--- config.mk ---
export PLATFORM = sky130hd
export DESIGN_NAME = ysyx_25040129_lsu
export DESIGN_NICKNAME = d
export VERILOG_FILES = /design/src/rtl/ysyx_25040129_lsu.sv
export SDC_FILE = /design/constraint.sdc
export NUM_CORES = 1
export LEC_CHECK = 0
export BUFFER_PORTS_ARGS = -buffer_cell sky130_fd_sc_hd__buf_2
export CORE_UTILIZATION = 35
export CTS_CLUSTER_SIZE = 25
export DETAILED_ROUTE_END_ITERATION = 8
export PLACE_DENSITY_LB_ADDON = 0.05
export RECOVER_POWER = 50
export SYNTH_ARGS = -nofsm -noshare
export SYNTH_HDL_FRONTEND = slang
export SYNTH_SLANG_ARGS = --single-unit
--- constraint.sdc ---
create_clock -name clk -period 3.56 [get_ports clk]
set_input_delay 0.178 -clock clk [delete_from_list [all_inputs] [get_ports clk]]
set_output_delay 0.178 -clock clk [all_outputs]
set_load 0.01 [all_outputs]
--- src/rtl/ysyx_25040129_lsu.sv ---
// ysyx_25040129_lsu -- load/store unit
//
// Sits behind the execute stage. It takes one request at a time and does at
// most one AXI-lite style bus access per request, on a word-aligned address
// with byte lanes. The result goes back to the write-back stage through a
// valid/ready handshake. A request with no memory access is an ALU
// pass-through: req_addr comes back unchanged one cycle later.
//
// Ports
//   clk, rst                         clock, synchronous active-high reset
//   req_valid/req_ready              request handshake from the execute stage
//   req_addr, req_wdata              address (or ALU result), unshifted store data
//   req_read, req_write, req_tag     access kind and the opaque sideband
//   araddr/arvalid/arready           read address channel
//   rdata/rresp/rvalid               read data channel (always accepted in R)
//   awaddr/wdata/wstrb/awvalid/awready   write address+data, one beat
//   bresp/bvalid                     write response (always accepted in B)
//   wb_valid/wb_ready                result handshake to write-back
//   wb_data, wb_tag, wb_fault        result, returned sideband, fault flag
module ysyx_25040129_lsu #(
    parameter int TAG_W = 6
) (
    input  logic             clk,
    input  logic             rst,
    input  logic             req_valid,
    output logic             req_ready,
    input  logic [31:0]      req_addr,
    input  logic [31:0]      req_wdata,
    input  logic [2:0]       req_read,
    input  logic [1:0]       req_write,
    input  logic [TAG_W-1:0] req_tag,
    output logic [31:0]      araddr,
    output logic             arvalid,
    input  logic             arready,
    input  logic [31:0]      rdata,
    input  logic [1:0]       rresp,
    input  logic             rvalid,
    output logic [31:0]      awaddr,
    output logic [31:0]      wdata,
    output logic [3:0]       wstrb,
    output logic             awvalid,
    input  logic             awready,
    input  logic [1:0]       bresp,
    input  logic             bvalid,
    output logic             wb_valid,
    input  logic             wb_ready,
    output logic [31:0]      wb_data,
    output logic [TAG_W-1:0] wb_tag,
    output logic             wb_fault
);

    typedef enum logic [2:0] {
        S_IDLE,
        S_AR,
        S_R,
        S_AW,
        S_B,
        S_WB
    } state_t;

    state_t             state_reg, state_next;
    logic [31:0]        addr_reg, addr_next;
    logic [2:0]         read_reg, read_next;
    logic [31:0]        wdata_reg, wdata_next;
    logic [3:0]         wstrb_reg, wstrb_next;
    logic [TAG_W-1:0]   tag_reg, tag_next;
    logic [31:0]        wb_data_reg, wb_data_next;
    logic               wb_fault_reg, wb_fault_next;

    // Request decode: store size in bytes (0 when not a store) and alignment.
    logic [2:0]  store_size;
    logic        req_misaligned;
    logic [3:0]  req_strb;

    always_comb begin
        store_size = 3'd0;
        case (req_write)
            2'b01:   store_size = 3'd1;
            2'b10:   store_size = 3'd2;
            2'b11:   store_size = 3'd4;
            default: store_size = 3'd0;
        endcase
    end

    // Stores take priority, so alignment is judged on the store size when
    // both fields are set.
    always_comb begin
        req_misaligned = 1'b0;
        if (req_write != 2'b00) begin
            case (req_write)
                2'b10:   req_misaligned = req_addr[0];
                2'b11:   req_misaligned = |req_addr[1:0];
                default: req_misaligned = 1'b0;
            endcase
        end else begin
            case (req_read)
                3'b010, 3'b101: req_misaligned = req_addr[0];
                3'b011:         req_misaligned = |req_addr[1:0];
                default:        req_misaligned = 1'b0;
            endcase
        end
    end

    // Byte strobe: lane gi is enabled when off <= gi < off + size. A
    // non-store has size 0 and so gets an all-zero strobe.
    logic [3:0] lane_lo;
    logic [3:0] lane_hi;
    assign lane_lo = {2'b00, req_addr[1:0]};
    assign lane_hi = lane_lo + {1'b0, store_size};

    generate
        for (genvar gi = 0; gi < 4; gi++) begin : g_strb
            assign req_strb[gi] = (lane_lo <= 4'(gi)) && (4'(gi) < lane_hi);
        end
    endgenerate

    // Load path: bring the addressed lane down to bit 0, then extend it.
    logic [31:0] load_shifted;
    logic [31:0] load_value;
    assign load_shifted = rdata >> {addr_reg[1:0], 3'b000};

    always_comb begin
        load_value = rdata;
        case (read_reg)
            3'b001:  load_value = {{24{load_shifted[7]}}, load_shifted[7:0]};
            3'b010:  load_value = {{16{load_shifted[15]}}, load_shifted[15:0]};
            3'b100:  load_value = {24'd0, load_shifted[7:0]};
            3'b101:  load_value = {16'd0, load_shifted[15:0]};
            default: load_value = rdata;
        endcase
    end

    always_comb begin
        state_next    = state_reg;
        addr_next     = addr_reg;
        read_next     = read_reg;
        wdata_next    = wdata_reg;
        wstrb_next    = wstrb_reg;
        tag_next      = tag_reg;
        wb_data_next  = wb_data_reg;
        wb_fault_next = wb_fault_reg;

        case (state_reg)
            S_IDLE: begin
                if (req_valid) begin
                    addr_next     = req_addr;
                    read_next     = req_read;
                    tag_next      = req_tag;
                    wdata_next    = req_wdata << {req_addr[1:0], 3'b000};
                    wstrb_next    = req_strb;
                    wb_data_next  = 32'd0;
                    wb_fault_next = 1'b0;
                    if (req_misaligned) begin
                        wb_fault_next = 1'b1;
                        state_next    = S_WB;
                    end else if (req_write != 2'b00) begin
                        state_next = S_AW;
                    end else if (req_read != 3'b000) begin
                        state_next = S_AR;
                    end else begin
                        wb_data_next = req_addr;
                        state_next   = S_WB;
                    end
                end
            end
            S_AR: begin
                if (arready) begin
                    state_next = S_R;
                end
            end
            S_R: begin
                if (rvalid) begin
                    state_next = S_WB;
                    if (rresp != 2'b00) begin
                        wb_fault_next = 1'b1;
                        wb_data_next  = 32'd0;
                    end else begin
                        wb_data_next = load_value;
                    end
                end
            end
            S_AW: begin
                if (awready) begin
                    state_next = S_B;
                end
            end
            S_B: begin
                if (bvalid) begin
                    state_next    = S_WB;
                    wb_data_next  = 32'd0;
                    wb_fault_next = (bresp != 2'b00);
                end
            end
            S_WB: begin
                if (wb_ready) begin
                    state_next = S_IDLE;
                end
            end
            default: state_next = S_IDLE;
        endcase
    end

    always_ff @(posedge clk) begin
        if (rst) begin
            state_reg    <= S_IDLE;
            addr_reg     <= 32'd0;
            read_reg     <= 3'd0;
            wdata_reg    <= 32'd0;
            wstrb_reg    <= 4'd0;
            tag_reg      <= '0;
            wb_data_reg  <= 32'd0;
            wb_fault_reg <= 1'b0;
        end else begin
            state_reg    <= state_next;
            addr_reg     <= addr_next;
            read_reg     <= read_next;
            wdata_reg    <= wdata_next;
            wstrb_reg    <= wstrb_next;
            tag_reg      <= tag_next;
            wb_data_reg  <= wb_data_next;
            wb_fault_reg <= wb_fault_next;
        end
    end

    // Valids are pure decodes of the state register, so they cannot glitch
    // and stay up (with stable payload) until the state moves on.
    assign req_ready = (state_reg == S_IDLE);
    assign arvalid   = (state_reg == S_AR);
    assign awvalid   = (state_reg == S_AW);
    assign wb_valid  = (state_reg == S_WB);
    assign araddr    = {addr_reg[31:2], 2'b00};
    assign awaddr    = {addr_reg[31:2], 2'b00};
    assign wdata     = wdata_reg;
    assign wstrb     = wstrb_reg;
    assign wb_data   = wb_data_reg;
    assign wb_tag    = tag_reg;
    assign wb_fault  = wb_fault_reg;

endmodule

==> results.py <==
metrics = {
    "sta": {
        "setup_viol": 0,
        "hold_viol": 0,
        "finClkSkew_ps": 10.6,
        "max_slew_margin": 0.396,
        "finalCritPeriodShare": 0.739,
        "slew_viol_final": 0,
        "fmax_mhz": 380,
        "tightest_slew_ps": 906,
        "worst_slack_ps": 929,
        "tns_ps": 0,
        "rsz0062_at_grt": "false",
        "layout_min_cycle_time_ps": 2630,
    },
    "synthesis": {
        "synth_edf_count": 0,
        "synth.distinct_cells": 52,
        "syn-instance-count": 764,
        "synth_area_leaders": "dfxtp_1 (38%), a21oi_1 (9.0%), buf_4 (8.1%)",
        "synth_area_sq_mm": 0.00603,
        "synth_top_area_cell": "dfxtp_1",
        "synthTopCellsByCount": "dfxtp_1 (113), a21oi_1 (109), nand2_1 (102)",
        "synth-seq-area-share": 0.375,
        "avgSynthCellArea_sq_um": 7.89,
        "synth_most_common_cell": "dfxtp_1",
        "yosys_warnings": 0,
        "synth_top_area_share": 0.375,
        "synthFlopType": "dfxtp_1",
        "synthArstFlopShare": 0,
        "synth_seq_cells": 113,
    },
    "detailed_routing": {
        "drt_pass1_iterations": 5,
        "via_per_inst": 5.20,
        "routed_wl_microns": 20100,
        "remaining_drc_errors": 0,
        "drtIter0Drc": 275,
        "vias": 6087,
        "wl_per_cell_microns": 17.2,
        "ant_nets": 0,
    },
    "place": {
        "dp_hpwl_microns": 14500,
        "portBuffers": 257,
        "dp_slack_ps": 932,
        "dpl.cell_count": 1126,
        "globalplace.congestion": 0.837,
    },
    "worst_setup_path": {
        "worst-setup-path-type": "register to register",
        "arrival_ps": 2950,
        "critPathRequiredTime_ps": 3880,
        "worst-path-buf-inv": 0,
        "cpMaxStageDelayCell": "dfxtp_1",
        "start_kind": "register",
        "worst_path_largest_cell_delay_ps": 650,
        "crit_fanout": 16,
        "crit_path_end_kind": "register",
        "crit_path_cell_trace": "nand2b_4, or4_1, nor4_4, o21ai_0, a211oi_1",
        "critical-path-top-delay-family": "simple AND/OR/NAND/NOR gates",
    },
    "cells_and_area": {
        "stdcell_count": 1171,
        "antenna_cells": 0,
        "fin_nets": 1060,
        "layout-drive-gt1-share": 0.201,
        "area_growth_pct": 25.4,
    },
    "job": {
        "maxCapViolations": 0,
    },
    "global_routing": {
        "grt_max_degree": 71,
        "grt_pass1_wl_microns": 31400,
        "grt_util_all_layers": 0.227,
        "grt_overflow_total": 0,
        "antenna_found_initial": 0,
        "grt_pass1_vias": 5923,
    },
    "die": {
        "start_util": 0.361,
        "die_area_sq_mm": 0.0178,
        "chipHeight_microns": 133,
        "fp.dieW_microns": 133,
        "placementRows": 47,
        "ioPinCount": 262,
        "core_sq_mm": 0.0167,
    },
    "clock_tree": {
        "cts_setup_buffers": 0,
        "cts.htree.levels": 4,
        "clockBufferDepth": 2,
        "cts_tree": "yes",
        "tritoncts.num_buffers": 17,
        "cts-root-buf": "clkbuf_16",
        "clkSinkCount": 113,
        "worstSkewPairLatency_ps": 420,
        "path_clk_slew_ps": 50,
    },
    "power": {
        "power.total_mw": 5.55,
        "p_per_area_mw_per_mm2": 733,
        "max-vdd-ir-drop_v": 0.000359,
        "leakagePower_nw": 2.97,
    },
    "status": {
        "run_status": "finished clean",
    },
    "worst_hold_path": {
        "hp-class": "primary input to register",
    },
}
-- metrics by stage --
stage                     hold WS [ps]  utilization  instance area [sq um]
final                             21.5        0.453                   7560
after global routing              15.0        0.453                   7560
after CTS                         2.04        0.462                   7720
after detailed placement           429        0.418                   6970
after global placement             420        0.418                   6970
after floorplan                    314            -                   6040
-- placed cells by master, fill, tap and decap left out, drive strengths merged, types with 13 or more instances in the layout --
master,count
nor2b,17
a21oi,109
nand2,102
nor2,72
dfxtp,113
mux2i,26
buf,140
clkbuf,148
a211oi,47
dlygate4sd3,13
nor3,21
o21ai,29
-- area by class of cell --
| cell class | count | area [sq um] |
|---|---|---|
| Tap cell | 220 | 275 |
| Multi-Input combinational cell | 518 | 3020 |
| Timing Repair Buffer | 279 | 1350 |
| Sequential cell | 113 | 2260 |
| Fill cell | 1783 | 9140 |
| Clock buffer | 22 | 484 |
| Clock inverter | 10 | 131 |
| Inverter | 9 | 33.8 |
-- routing by layer --
layer	wire length, microns	up-vias	track usage
li1	-	2974	-
met1	8550	2841	0.272
met2	9590	240	0.380
met3	1440	32	0.0651
met4	546	0	0.0928
met5	0	-	0
-- cells by family (layout without fill, tap and decap cells) --
family,count (synthesis),after routing,share of synthesized area
adders and majority gates,3,3,0.00747
AOI/OAI and AO/OA,233,233,0.251
other,1,4,0.000622
and+or+nand+nor,247,247,0.183
xor gates and xnor gates,2,2,0.00291
DFF,113,113,0.375
buffers and inverters,136,320,0.129
muxes,29,29,0.0506
-- report_power, final --
part / internal, mW / switching (mW) / total [mW]
logic: 0.693 / 1.30 / 1.99
clock network: 1.17 / 0.599 / 1.77
registers: 1.56 / 0.232 / 1.79
-- worst paths after layout --
check,from,to,slack [ps],depth (start not counted)
worst max-delay path,state_reg[1],wb_data[19],930,5
worst min-delay path,req_addr[20],addr_reg[20],20,3
worst max register to register,state_reg[1],wb_data[19],930,5
worst min register to register,wstrb[3],wstrb[3],460,2
-- worst min-delay path, delay by kind of cell --
kind                   cells  cell delay (ps)
AOI/OAI and AO/OA          1               50
and+or+nand+nor            1               50
buffers and inverters      1              110
-- repair_timing --
item	in CTS	in global routing
hold endpoints to repair	13	0
gates resized for setup	0	0
hold buffers	13	0
Power figures use the tool's default switching activity.
